File: config.mk
export PLATFORM = sky130hd
export DESIGN_NAME = bounded_up_down_counter
export DESIGN_NICKNAME = d
export VERILOG_FILES = /design/src/rtl/counter_pkg.sv /design/src/rtl/counter_next_value.sv /design/src/rtl/bounded_up_down_counter.sv
export SDC_FILE = /design/constraint.sdc
export NUM_CORES = 1
export LEC_CHECK = 0
export ABC_AREA = 1
export BUFFER_PORTS_ARGS = -buffer_cell sky130_fd_sc_hd__clkbuf_2
export CORE_UTILIZATION = 48
export CTS_BUF_LIST = sky130_fd_sc_hd__clkbuf_4 sky130_fd_sc_hd__clkbuf_8
export DETAILED_ROUTE_END_ITERATION = 7
export PLACE_DENSITY_LB_ADDON = 0.15
export SYNTH_ARGS = -nofsm -noshare
export SYNTH_HDL_FRONTEND = slang
export SYNTH_SLANG_ARGS = --single-unit
export TNS_END_PERCENT = 50
File: constraint.sdc
create_clock -name clk -period 4.1 [get_ports clk]
set_input_delay 1.23 -clock clk [delete_from_list [all_inputs] [get_ports clk]]
set_output_delay 1.23 -clock clk [all_outputs]
set_load 0.005 [all_outputs]
File: src/rtl/counter_pkg.sv
// Shared definitions for the bounded up/down counter family.
package counter_pkg;

  localparam logic MODE_SATURATE = 1'b0;
  localparam logic MODE_WRAP     = 1'b1;

  function automatic int clamp(input int value, input int lo, input int hi);
    if (value > hi) return hi;
    if (value < lo) return lo;
    return value;
  endfunction

endpackage

File: src/rtl/counter_next_value.sv
// Combinational next-count and wrap-flag computation for one count step.
module counter_next_value
  import counter_pkg::*;
#(
  parameter int WIDTH = 4,
  parameter int MIN   = 0,
  parameter int MAX   = 9,
  parameter int STEP  = 1
) (
  input  logic [WIDTH-1:0] q,
  input  logic             inc,
  input  logic             dec,
  input  logic             en,
  input  logic             wrap_mode,
  output logic [WIDTH-1:0] q_next,
  output logic             wrap_up,
  output logic             wrap_down
);

  // Two spare bits keep q+STEP and q-STEP exact, including negatives.
  localparam logic signed [WIDTH+1:0] MIN_S  = (WIDTH+2)'(MIN);
  localparam logic signed [WIDTH+1:0] MAX_S  = (WIDTH+2)'(MAX);
  localparam logic signed [WIDTH+1:0] STEP_S = (WIDTH+2)'(STEP);
  localparam logic signed [WIDTH+1:0] ONE_S  = (WIDTH+2)'(1);

  logic signed [WIDTH+1:0] q_s;
  logic signed [WIDTH+1:0] up_s;
  logic signed [WIDTH+1:0] dn_s;
  logic signed [WIDTH+1:0] nxt_s;

  always_comb begin
    q_s       = $signed({2'b00, q});
    up_s      = q_s + STEP_S;
    dn_s      = q_s - STEP_S;
    nxt_s     = q_s;
    wrap_up   = 1'b0;
    wrap_down = 1'b0;
    if (en && inc && !dec) begin
      if (up_s > MAX_S) begin
        if (wrap_mode == MODE_WRAP) begin
          nxt_s   = MIN_S + (up_s - MAX_S - ONE_S);
          wrap_up = 1'b1;
        end else begin
          nxt_s = MAX_S;
        end
      end else begin
        nxt_s = up_s;
      end
    end else if (en && dec && !inc) begin
      if (dn_s < MIN_S) begin
        if (wrap_mode == MODE_WRAP) begin
          nxt_s     = MAX_S + ONE_S - (MIN_S - dn_s);
          wrap_down = 1'b1;
        end else begin
          nxt_s = MIN_S;
        end
      end else begin
        nxt_s = dn_s;
      end
    end
    q_next = nxt_s[WIDTH-1:0];
  end

endmodule

File: src/rtl/bounded_up_down_counter.sv
// Up/down counter bounded to [MIN, MAX] with clamped load and cascadable carry/borrow.
module bounded_up_down_counter
  import counter_pkg::*;
#(
  parameter int WIDTH = 4,
  parameter int MIN   = 0,
  parameter int MAX   = 9,
  parameter int STEP  = 1
) (
  input  logic             clk,
  input  logic             reset,
  input  logic             en,
  input  logic             inc,
  input  logic             dec,
  input  logic             wrap_mode,
  input  logic             load,
  input  logic [WIDTH-1:0] load_val,
  output logic [WIDTH-1:0] q,
  output logic             at_max,
  output logic             at_min,
  output logic             carry,
  output logic             borrow
);

  localparam logic [WIDTH-1:0] MIN_Q = WIDTH'(MIN);
  localparam logic [WIDTH-1:0] MAX_Q = WIDTH'(MAX);

  if (MIN < 0 || MIN >= MAX) begin : g_bad_bounds
    $fatal(1, "bounded_up_down_counter: need 0 <= MIN < MAX");
  end
  if (MAX > (2 ** WIDTH) - 1) begin : g_bad_width
    $fatal(1, "bounded_up_down_counter: MAX does not fit in WIDTH bits");
  end
  if (STEP < 1 || STEP > MAX - MIN) begin : g_bad_step
    $fatal(1, "bounded_up_down_counter: need 1 <= STEP <= MAX-MIN");
  end

  logic [WIDTH-1:0] q_next;
  logic [WIDTH-1:0] load_clamped;
  logic             wrap_up;
  logic             wrap_down;

  counter_next_value #(
    .WIDTH (WIDTH),
    .MIN   (MIN),
    .MAX   (MAX),
    .STEP  (STEP)
  ) u_next (
    .q         (q),
    .inc       (inc),
    .dec       (dec),
    .en        (en),
    .wrap_mode (wrap_mode),
    .q_next    (q_next),
    .wrap_up   (wrap_up),
    .wrap_down (wrap_down)
  );

  assign load_clamped = WIDTH'(clamp(int'(load_val), MIN, MAX));

  always_ff @(posedge clk) begin
    if (reset) begin
      q      <= MIN_Q;
      carry  <= 1'b0;
      borrow <= 1'b0;
    end else if (load) begin
      q      <= load_clamped;
      carry  <= 1'b0;
      borrow <= 1'b0;
    end else begin
      q      <= q_next;
      carry  <= wrap_up;
      borrow <= wrap_down;
    end
  end

  assign at_max = (q == MAX_Q);
  assign at_min = (q == MIN_Q);

endmodule

==> results of run 1 <==
## state kept, by name, indices dropped and copies added, names as in the netlist
register,count
carry,1
q,4
borrow,1
## worst max path at each step
stage	to	slack, ns	cells past startpoint
floorplan	at_min	1.93	4
global placement	at_min	1.72	5
detailed placement	at_min	1.70	5
CTS	at_min	1.42	5
global route	at_min	1.29	5
finish	at_min	1.43	5
## area by class of cell
class | instances | area [sq um]
Clock buffer | 3 | 22.52
Timing Repair Buffer | 18 | 90.09
Fill cell | 149 | 524.3
Multi-Input combinational cell | 87 | 525.5
Tap cell | 15 | 18.77
Sequential cell | 6 | 120.1
Inverter | 16 | 65.06
## cell usage after synthesis (all sizes together)
| cell | number | area share [%] |
|---|---|---|
| o21ai | 10 | 6.8 |
| nand4 | 3 | 3.4 |
| dfxtp | 6 | 16 |
| o211ai | 1 | 1.0 |
| xor2 | 1 | 1.2 |
| inv | 16 | 8.9 |
| and2 | 1 | 0.85 |
| nor2 | 8 | 4.4 |
| nor3 | 2 | 1.4 |
| nand3 | 16 | 16 |
| nand2 | 27 | 16 |
| ha | 7 | 12 |
| a21oi | 9 | 7.2 |
| buf | 2 | 3.1 |
| nand3b | 1 | 1.0 |
| nor4 | 1 | 0.85 |
## report_power, final
group / switching, mW / total (mW) / internal, mW
combinational: 0.0739 / 0.124 / 0.0503
sequential: 0.0131 / 0.0761 / 0.0631
clock: 0.0218 / 0.0549 / 0.0331
total: 0.109 / 0.255 / 0.146
## layer usage
layer	GRT usage, %	vias up
met5	0	-
li1	-	409
met4	5.833	0
met2	30.86	21
met3	8.152	4
met1	30.99	350
## kinds of logic (layout without fill, tap and decap cells)
family / count (synthesis) / count (layout) / share of synthesized area (%)
buf+inv: 18 / 37 / 11.94
compound gates: 20 / 20 / 15.02
flops: 6 / 6 / 16.38
xor+xnor: 1 / 1 / 1.195
simple gates: 59 / 59 / 43.52
fa+ha+maj: 7 / 7 / 11.94
## per-stage QoR
stage	power [mW]	cell area, sq um	hold slack (ns)	worst slack (ns)
after floorplan	0.1702	733.2	0.6084	1.933
after CTS	0.2571	842.1	0.6547	1.419
after global placement	0.1987	819.5	0.6469	1.717
final	0.2553	842.1	0.6494	1.426
after detailed placement	0.2000	819.5	0.6479	1.698
after global routing	0.2790	842.1	0.6988	1.294
## worst max-delay path: cells and delay by family, from the launching register on
| family | cells | cell delay, ns |
|---|---|---|
| and+or+nand+nor | 2 | 0.13 |
| buffers and inverters | 2 | 0.25 |
| DFF | 1 | 0.53 |
| adders and majority gates | 1 | 0.27 |
==> impl_metrics.env, run 1 <==
export IMPL_syn_inst=111
export IMPL_met1_length_um=836
export IMPL_synth_seq_area_share_pct=16.38
export IMPL_cts_buffers=3
export IMPL_setup_violations=0
export IMPL_cp_start_kind="flip-flop"
export IMPL_drtIter0Drc=18
export IMPL_dieArea_sq_um=1688
export IMPL_cts_resized=0
export IMPL_die_y_um=41.09
export IMPL_fin_tns_setup_ns=0
export IMPL_synth_seq_cells=6
export IMPL_path_class="flip-flop to output pin"
export IMPL_syn_to_final_growth_pct=14.85
export IMPL_final_cell_mix="24 x nand2_1, 18 x clkbuf_2, 12 x inv_1"
export IMPL_core_sq_um=1366
export IMPL_avgSynthCellArea_sq_um=6.605
export IMPL_grt_max_degree=11
export IMPL_wl_met2_um=658
export IMPL_cts_tree="built"
export IMPL_clk_latency_ns=0.25
export IMPL_fmax_mhz=374.0
export IMPL_rsz0062_at_grt="false"
export IMPL_vias=784
export IMPL_cts_setup_buffers=0
export IMPL_p_leak_nw=0.4383
export IMPL_syn_num_nets=129
export IMPL_crit_fanout=8
export IMPL_drv_slew=0
export IMPL_n_antenna_cell=0
export IMPL_whs_path_depth=2
export IMPL_max_vdd_ir_drop_uv=139.3
export IMPL_startpoint="q[0]"
export IMPL_drc=0
export IMPL_tightest_slew_ns=0.4434
export IMPL_rr_worst_depth=13
export IMPL_finalHoldViolations=0
export IMPL_final_net_count=150
export IMPL_r2r_start="q[0]"
export IMPL_clk_pin_slew_ns=0.05
export IMPL_met3_length_um=81
export IMPL_grt_total_usage_pct=22.07
export IMPL_postRouteAntennaNets=0
export IMPL_drive_gt1_share_pct=29.23
export IMPL_maxSlewHeadroom_pct=70.40
export IMPL_antenna_found_initial=0
export IMPL_dp_cells=142
export IMPL_worstSetupEndpointType="output pin"
export IMPL_hold_buffers=0
export IMPL_r2r_setup_slack_ns=1.97
export IMPL_gr_total_overflow=0
export IMPL_p_per_area_nw_per_um2=303.1
export IMPL_htree_levels=1
export IMPL_port_buffers=18
export IMPL_worstHoldStart="q[1]"
export IMPL_initial_core_util_pct=53.66
export IMPL_utilization_pct=61.63
export IMPL_routed_wl_mm=1.597
export IMPL_synth_warnings=0
export IMPL_path_cells="inv_2 -> ha_1 -> nand2_1 -> nor2_2 -> clkbuf_2"
export IMPL_grt_pass1_vias=582
export IMPL_wl_per_cell_um=11.01
export IMPL_max_cap_violations=0
export IMPL_skew_ns=0.007238
export IMPL_min_delay_path_class="flip-flop to flip-flop"
export IMPL_dr_pass1_iters=4
export IMPL_clock_sinks=6
export IMPL_die_w_um=41.09
export IMPL_clock_path_buffers=2
export IMPL_period_needed_ns=2.674
export IMPL_netlist_area_sq_um=733.2
export IMPL_final_common_cell="nand2_1"
export IMPL_post_route_period_util_pct=65.21
export IMPL_gp_congestion=0.9456
export IMPL_synth_cell_types=26
export IMPL_final_cell_count_no_fill=145
export IMPL_status="finished, final reports clean"
export IMPL_root_buffer="clkbuf_4"
export IMPL_row_count=13
export IMPL_viasPerCell=5.407
export IMPL_grt_pass1_wl_mm=2.415
export IMPL_slowest_delay_ns=0.53
export IMPL_hpwl_mm=1.285
export IMPL_pin_count=19
export IMPL_top_layer="met4"
export IMPL_critical_path_arrival_ns=1.44
export IMPL_cp_required_ns=2.87
export IMPL_worstReg2RegEnd="q[2]"
export IMPL_whs_endpoint="q[1]"
export IMPL_slowest_stage="dfxtp_1"
(Power assumes the default switching activity.)
==> run 2, diff against run 1 <==
clock period = 2.36 ns   (was 4.1 ns; I/O delays follow)
==> run 2 against run 1 <==
Net effect:
- first-iteration DRC count rose by 50%
- highest routed layer is now met3
- worst hold slack lost 0.015 ns
- sequential share of layout area fell by 0.25 points
- critical path type unchanged
- routed wire length rose by 8.0%
- combinational power up 84%
==> impl_metrics.env, run 2 (synthesis gave the netlist of run 1 again) <==
export IMPL_pin_count=19
export IMPL_place_ws_ns=0.3036
export IMPL_grt_pass1_wl_mm=2.760
export IMPL_dp_cells=144
export IMPL_hold_buffers=0
export IMPL_period_needed_ns=2.102
export IMPL_tightest_slew_ns=0.4307
export IMPL_die_y_um=41.09
export IMPL_viasPerCell=5.340
export IMPL_clk_latency_ns=0.25
export IMPL_fin_tns_setup_ns=0
export IMPL_status="finished, final reports clean"
export IMPL_maxSlewHeadroom_pct=71.25
export IMPL_path_cells="inv_1 -> ha_1 -> nand2_1 -> nor2_2 -> clkbuf_2"
export IMPL_gr_total_overflow=0
export IMPL_cts_buffers=3
export IMPL_final_common_cell="nand2_1"
export IMPL_cts_setup_buffers=0
export IMPL_max_vdd_ir_drop_uv=385.8
export IMPL_vias=785
export IMPL_final_net_count=152
export IMPL_die_w_um=41.09
export IMPL_regMostFlops="q"
export IMPL_final_cell_count_no_fill=147
export IMPL_cp_start_kind="flip-flop"
export IMPL_critical_path_arrival_ns=1.39
export IMPL_final_cell_area_sq_um=857.1
export IMPL_wl_per_cell_um=11.73
export IMPL_core_sq_um=1366
export IMPL_grt_total_usage_pct=25.08
export IMPL_clk_pin_slew_ns=0.05
export IMPL_max_cap_violations=0
export IMPL_grt_max_degree=10
export IMPL_p_per_area_nw_per_um2=525.8
export IMPL_final_cell_mix="24 x nand2_1, 18 x clkbuf_2, 12 x inv_1"
export IMPL_r2r_setup_slack_ns=0.30
export IMPL_cts_resized=0
export IMPL_path_class="flip-flop to output pin"
export IMPL_htree_levels=1
export IMPL_drtIter0Drc=27
export IMPL_nFillCells=131
export IMPL_rsz0062_at_grt="false"
export IMPL_gp_congestion=0.8719
export IMPL_min_delay_path_class="input pin to flip-flop"
export IMPL_regArea_sq_um=120.1
export IMPL_post_route_period_util_pct=89.07
export IMPL_placed_area_sq_um=834.6
export IMPL_clock_sinks=6
export IMPL_port_buffers=18
export IMPL_multiInputGateArea_sq_um=525.5
export IMPL_postRouteAntennaNets=0
export IMPL_slowest_delay_ns=0.46
export IMPL_setup_violations=0
export IMPL_routed_wl_mm=1.725
export IMPL_antenna_found_initial=0
export IMPL_hpwl_mm=1.385
export IMPL_grt_pass1_vias=664
export IMPL_timing_final_ws_setup_ns=0.2580
export IMPL_finalHoldViolations=0
export IMPL_drv_slew=0
export IMPL_skew_ns=0.003266
export IMPL_p_leak_nw=0.4486
export IMPL_clock_path_buffers=2
export IMPL_syn_to_final_growth_pct=16.89
export IMPL_crit_fanout=7
export IMPL_cts_tree="built"
export IMPL_utilization_pct=62.73
export IMPL_cp_required_ns=1.65
export IMPL_top_regs="q: 4 flops, borrow: 1 flops, carry: 1 flops"
export IMPL_drive_gt1_share_pct=30.30
export IMPL_largest_register_ffs=4
export IMPL_worstSetupEndpointType="output pin"
export IMPL_drc=0
export IMPL_n_antenna_cell=0
export IMPL_initial_core_util_pct=53.66
export IMPL_root_buffer="clkbuf_4"
export IMPL_slowest_stage="dfxtp_1"
export IMPL_dieArea_sq_um=1688
export IMPL_row_count=13
export IMPL_dr_pass1_iters=4
export IMPL_fmax_mhz=475.7
-- run 2: where the power goes --
| group | internal [mW] | switching [mW] |
|---|---|---|
| clock | 0.0576 | 0.0385 |
| sequential | 0.110 | 0.0167 |
| combinational | 0.0908 | 0.137 |
-- run 2: critical path, delay by kind of cell (launching register included) --
kind                       cells  cell delay (ns)
and+or+nand+nor                2             0.15
adders and majority gates      1             0.26
DFF                            1             0.46
buffers and inverters          2             0.28
-- run 2: worst paths after layout --
check        startpoint  endpoint  depth (start not counted)
max                q[1]    at_min                          5
min               reset      q[3]                          2
max reg2reg        q[1]      q[2]                         11
min reg2reg        q[3]      q[3]                          2
-- run 2: through the flow --
stage          total power, mW  hold WS, ns
2_1_floorplan           0.2957       0.6084
3_3_place_gp            0.3502       0.6447
3_5_place_dp            0.3529       0.6575
4_1_cts                 0.4498       0.6300
5_1_grt                 0.4886       0.6256
6_report                0.4506       0.6340
-- run 2: routing by layer --
layer / part of all wire (%) / global-route usage (%)
met1: 46 / 30.99
met2: 49 / 41.80
met3: 5.3 / 10.87
met4: 0 / 0.8333
met5: 0 / 0
-- run 2: final cells by class --
type,count,area share [%]
multi-input combinational,87,61.31
timing repair buffer,20,12.26
tap,15,2.190
inverter,16,7.591
sequential,6,14.01
clock buffer,3,2.628
==> run 3, diff against run 2 <==
--- a/config.mk
+++ b/config.mk
@@ -12,4 +12,5 @@
 export DETAILED_ROUTE_END_ITERATION = 7
 export PLACE_DENSITY_LB_ADDON = 0.15
+export SETUP_SLACK_MARGIN = 0.5
 export SYNTH_ARGS = -nofsm -noshare
 export SYNTH_HDL_FRONTEND = slang
==> constraint.sdc (replaced) <==
create_clock -name clk -period 2.36 [get_ports clk]
set_input_delay 0.59 -clock clk [delete_from_list [all_inputs] [get_ports clk]]
set_output_delay 0.59 -clock clk [all_outputs]
set_load 0.005 [all_outputs]
==> run 3 against run 2 <==
Net effect:
- cell area rose by 14%
- sequential power up 3%
- critical endpoint is now q[0]
- largest power group unchanged
- fmax grew 16%
- largest cell class unchanged
- global-route usage is 0.56 points higher
- sequential share of layout area shrank 0.81 points
- final cell count increased by 2.0%
- combinational power increased by 24%
- critical path type is now flip-flop to flip-flop
- power increased by 13%
- clock skew is essentially flat
- highest routed layer is now met4
==> impl_metrics.env, run 3 (synthesis gave the netlist of run 1 again) <==
export IMPL_status="finished, final reports clean"
export IMPL_fin_tns_setup_ns=0
export IMPL_cp_start_kind="flip-flop"
export IMPL_place_ws_ns=0.3036
export IMPL_top_regs="q: 4 flops, borrow: 1 flops, carry: 1 flops"
export IMPL_finalHoldViolations=0
export IMPL_clk_pin_slew_ns=0.05
export IMPL_wl_per_cell_um=12.89
export IMPL_die_y_um=41.09
export IMPL_regMostFlops="q"
export IMPL_hpwl_mm=1.385
export IMPL_cp_required_ns=2.52
export IMPL_dr_pass1_iters=4
export IMPL_postRouteAntennaNets=0
export IMPL_core_sq_um=1366
export IMPL_fmax_mhz=552.6
export IMPL_max_cap_violations=0
export IMPL_die_w_um=41.09
export IMPL_clk_latency_ns=0.25
export IMPL_clock_path_buffers=2
export IMPL_cts_buffers=3
export IMPL_grt_pass1_vias=679
export IMPL_tightest_slew_ns=0.4291
export IMPL_grt_pass1_wl_mm=2.822
export IMPL_htree_levels=1
export IMPL_setup_violations=0
export IMPL_drv_slew=0
export IMPL_largest_register_ffs=4
export IMPL_viasPerCell=5.693
export IMPL_critical_path_arrival_ns=1.97
export IMPL_syn_to_final_growth_pct=33.11
export IMPL_vias=854
export IMPL_hold_slack_ns=0.5212
export IMPL_dieArea_sq_um=1688
export IMPL_cts_tree="built"
export IMPL_rsz0062_at_grt="true"
export IMPL_skew_ns=0.003277
export IMPL_drtIter0Drc=24
export IMPL_gp_congestion=0.8719
export IMPL_final_net_count=155
export IMPL_root_buffer="clkbuf_4"
export IMPL_pin_count=19
export IMPL_dp_cells=144
export IMPL_p_per_area_nw_per_um2=519.6
export IMPL_clock_sinks=6
export IMPL_post_route_period_util_pct=76.68
export IMPL_routed_wl_mm=1.933
export IMPL_placed_area_sq_um=834.6
export IMPL_p_leak_nw=0.4728
export IMPL_drive_gt1_share_pct=44.44
export IMPL_port_buffers=18
export IMPL_initial_core_util_pct=53.66
export IMPL_gr_total_overflow=0
export IMPL_timing_final_ws_setup_ns=0.5503
export IMPL_crit_fanout=6
export IMPL_final_cell_area_sq_um=975.9
export IMPL_max_vdd_ir_drop_uv=385.5
export IMPL_maxSlewHeadroom_pct=71.36
export IMPL_period_needed_ns=1.810
export IMPL_n_antenna_cell=0
export IMPL_final_cell_mix="20 x nand2_1, 17 x clkbuf_2, 10 x nand3_1"
export IMPL_grt_total_usage_pct=25.64
export IMPL_path_class="flip-flop to flip-flop"
export IMPL_row_count=13
export IMPL_drc=0
export IMPL_worstSetupEndpointType="flip-flop"
export IMPL_grt_max_degree=10
export IMPL_final_common_cell="nand2_1"
export IMPL_final_cell_count_no_fill=150
export IMPL_min_delay_path_class="input pin to flip-flop"
export IMPL_antenna_found_initial=0
export IMPL_hold_buffers=0
-- run 3: cell types whose count changed in the layout (fill, tap and decap cells not counted), moves of 2 or more --
cell | before | now
buf_4 | 2 | 4
dfxtp_1 | 6 | 3
dfxtp_4 | 0 | 2
ha_1 | 7 | 2
ha_4 | 0 | 5
inv_1 | 12 | 9
inv_4 | 2 | 4
nand2_1 | 24 | 20
nand2_2 | 2 | 6
-- run 3: path summary, 6_finish.rpt --
kind | startpoint | cells after the start | end | slack [ns]
max | q[1] | 13 | q[0] | 0.55
min | reset | 2 | q[3] | 0.52
max reg2reg | q[1] | 13 | q[0] | 0.55
min reg2reg | q[1] | 2 | q[1] | 0.66
-- run 3: final cells by class --
class | count | area, sq um
Multi-Input combinational cell | 87 | 604.3
Fill cell | 117 | 390.4
Timing Repair Buffer | 23 | 131.4
Sequential cell | 6 | 128.9
Inverter | 16 | 70.07
Clock buffer | 3 | 22.52
Tap cell | 15 | 18.77
-- run 3: stage by stage --
step	utilization [%]	power, mW
after global placement	61.08	0.3502
after global routing	71.43	0.5473
after CTS	64.01	0.4582
after floorplan	-	0.2957
after detailed placement	61.08	0.3529
final	71.43	0.5071
-- run 3: metal layers --
layer / part of all wire [%] / up-vias / GRT usage [%]
met2: 48 / 50 / 42.58
li1: - / 422 / -
met3: 8.2 / 6 / 10.87
met4: 1.2 / 0 / 0.8333
met5: 0 / - / 0
met1: 42 / 376 / 31.95
-- run 3: what timing repair did --
action	CTS	global route
endpoints found under the setup margin	5	6
setup buffers	0	3
gates resized for setup	9	18
endpoints found under the hold margin	0	0
pin swaps	0	9
-- run 3: worst max-delay path, cell delays in order, from the launching register on --
cell and delay (ns):
dfxtp_4 0.39, ha_4 0.17, inv_2 0.03, nand2_2 0.05, and2_4 0.18, ha_4 0.13
nand2_1 0.06, nand2_2 0.09, nand3_4 0.09, nand2_4 0.10, nand2_2 0.06, o21ai_1 0.13
nand2_1 0.08, a21oi_1 0.15
-- run 3: where the power goes --
part / switching [mW] / leakage, nW / internal (mW)
sequential: 0.0198 / 0.0508 / 0.111
combinational: 0.160 / 0.408 / 0.122
clock: 0.0375 / 0.0138 / 0.0575
total: 0.217 / 0.473 / 0.290
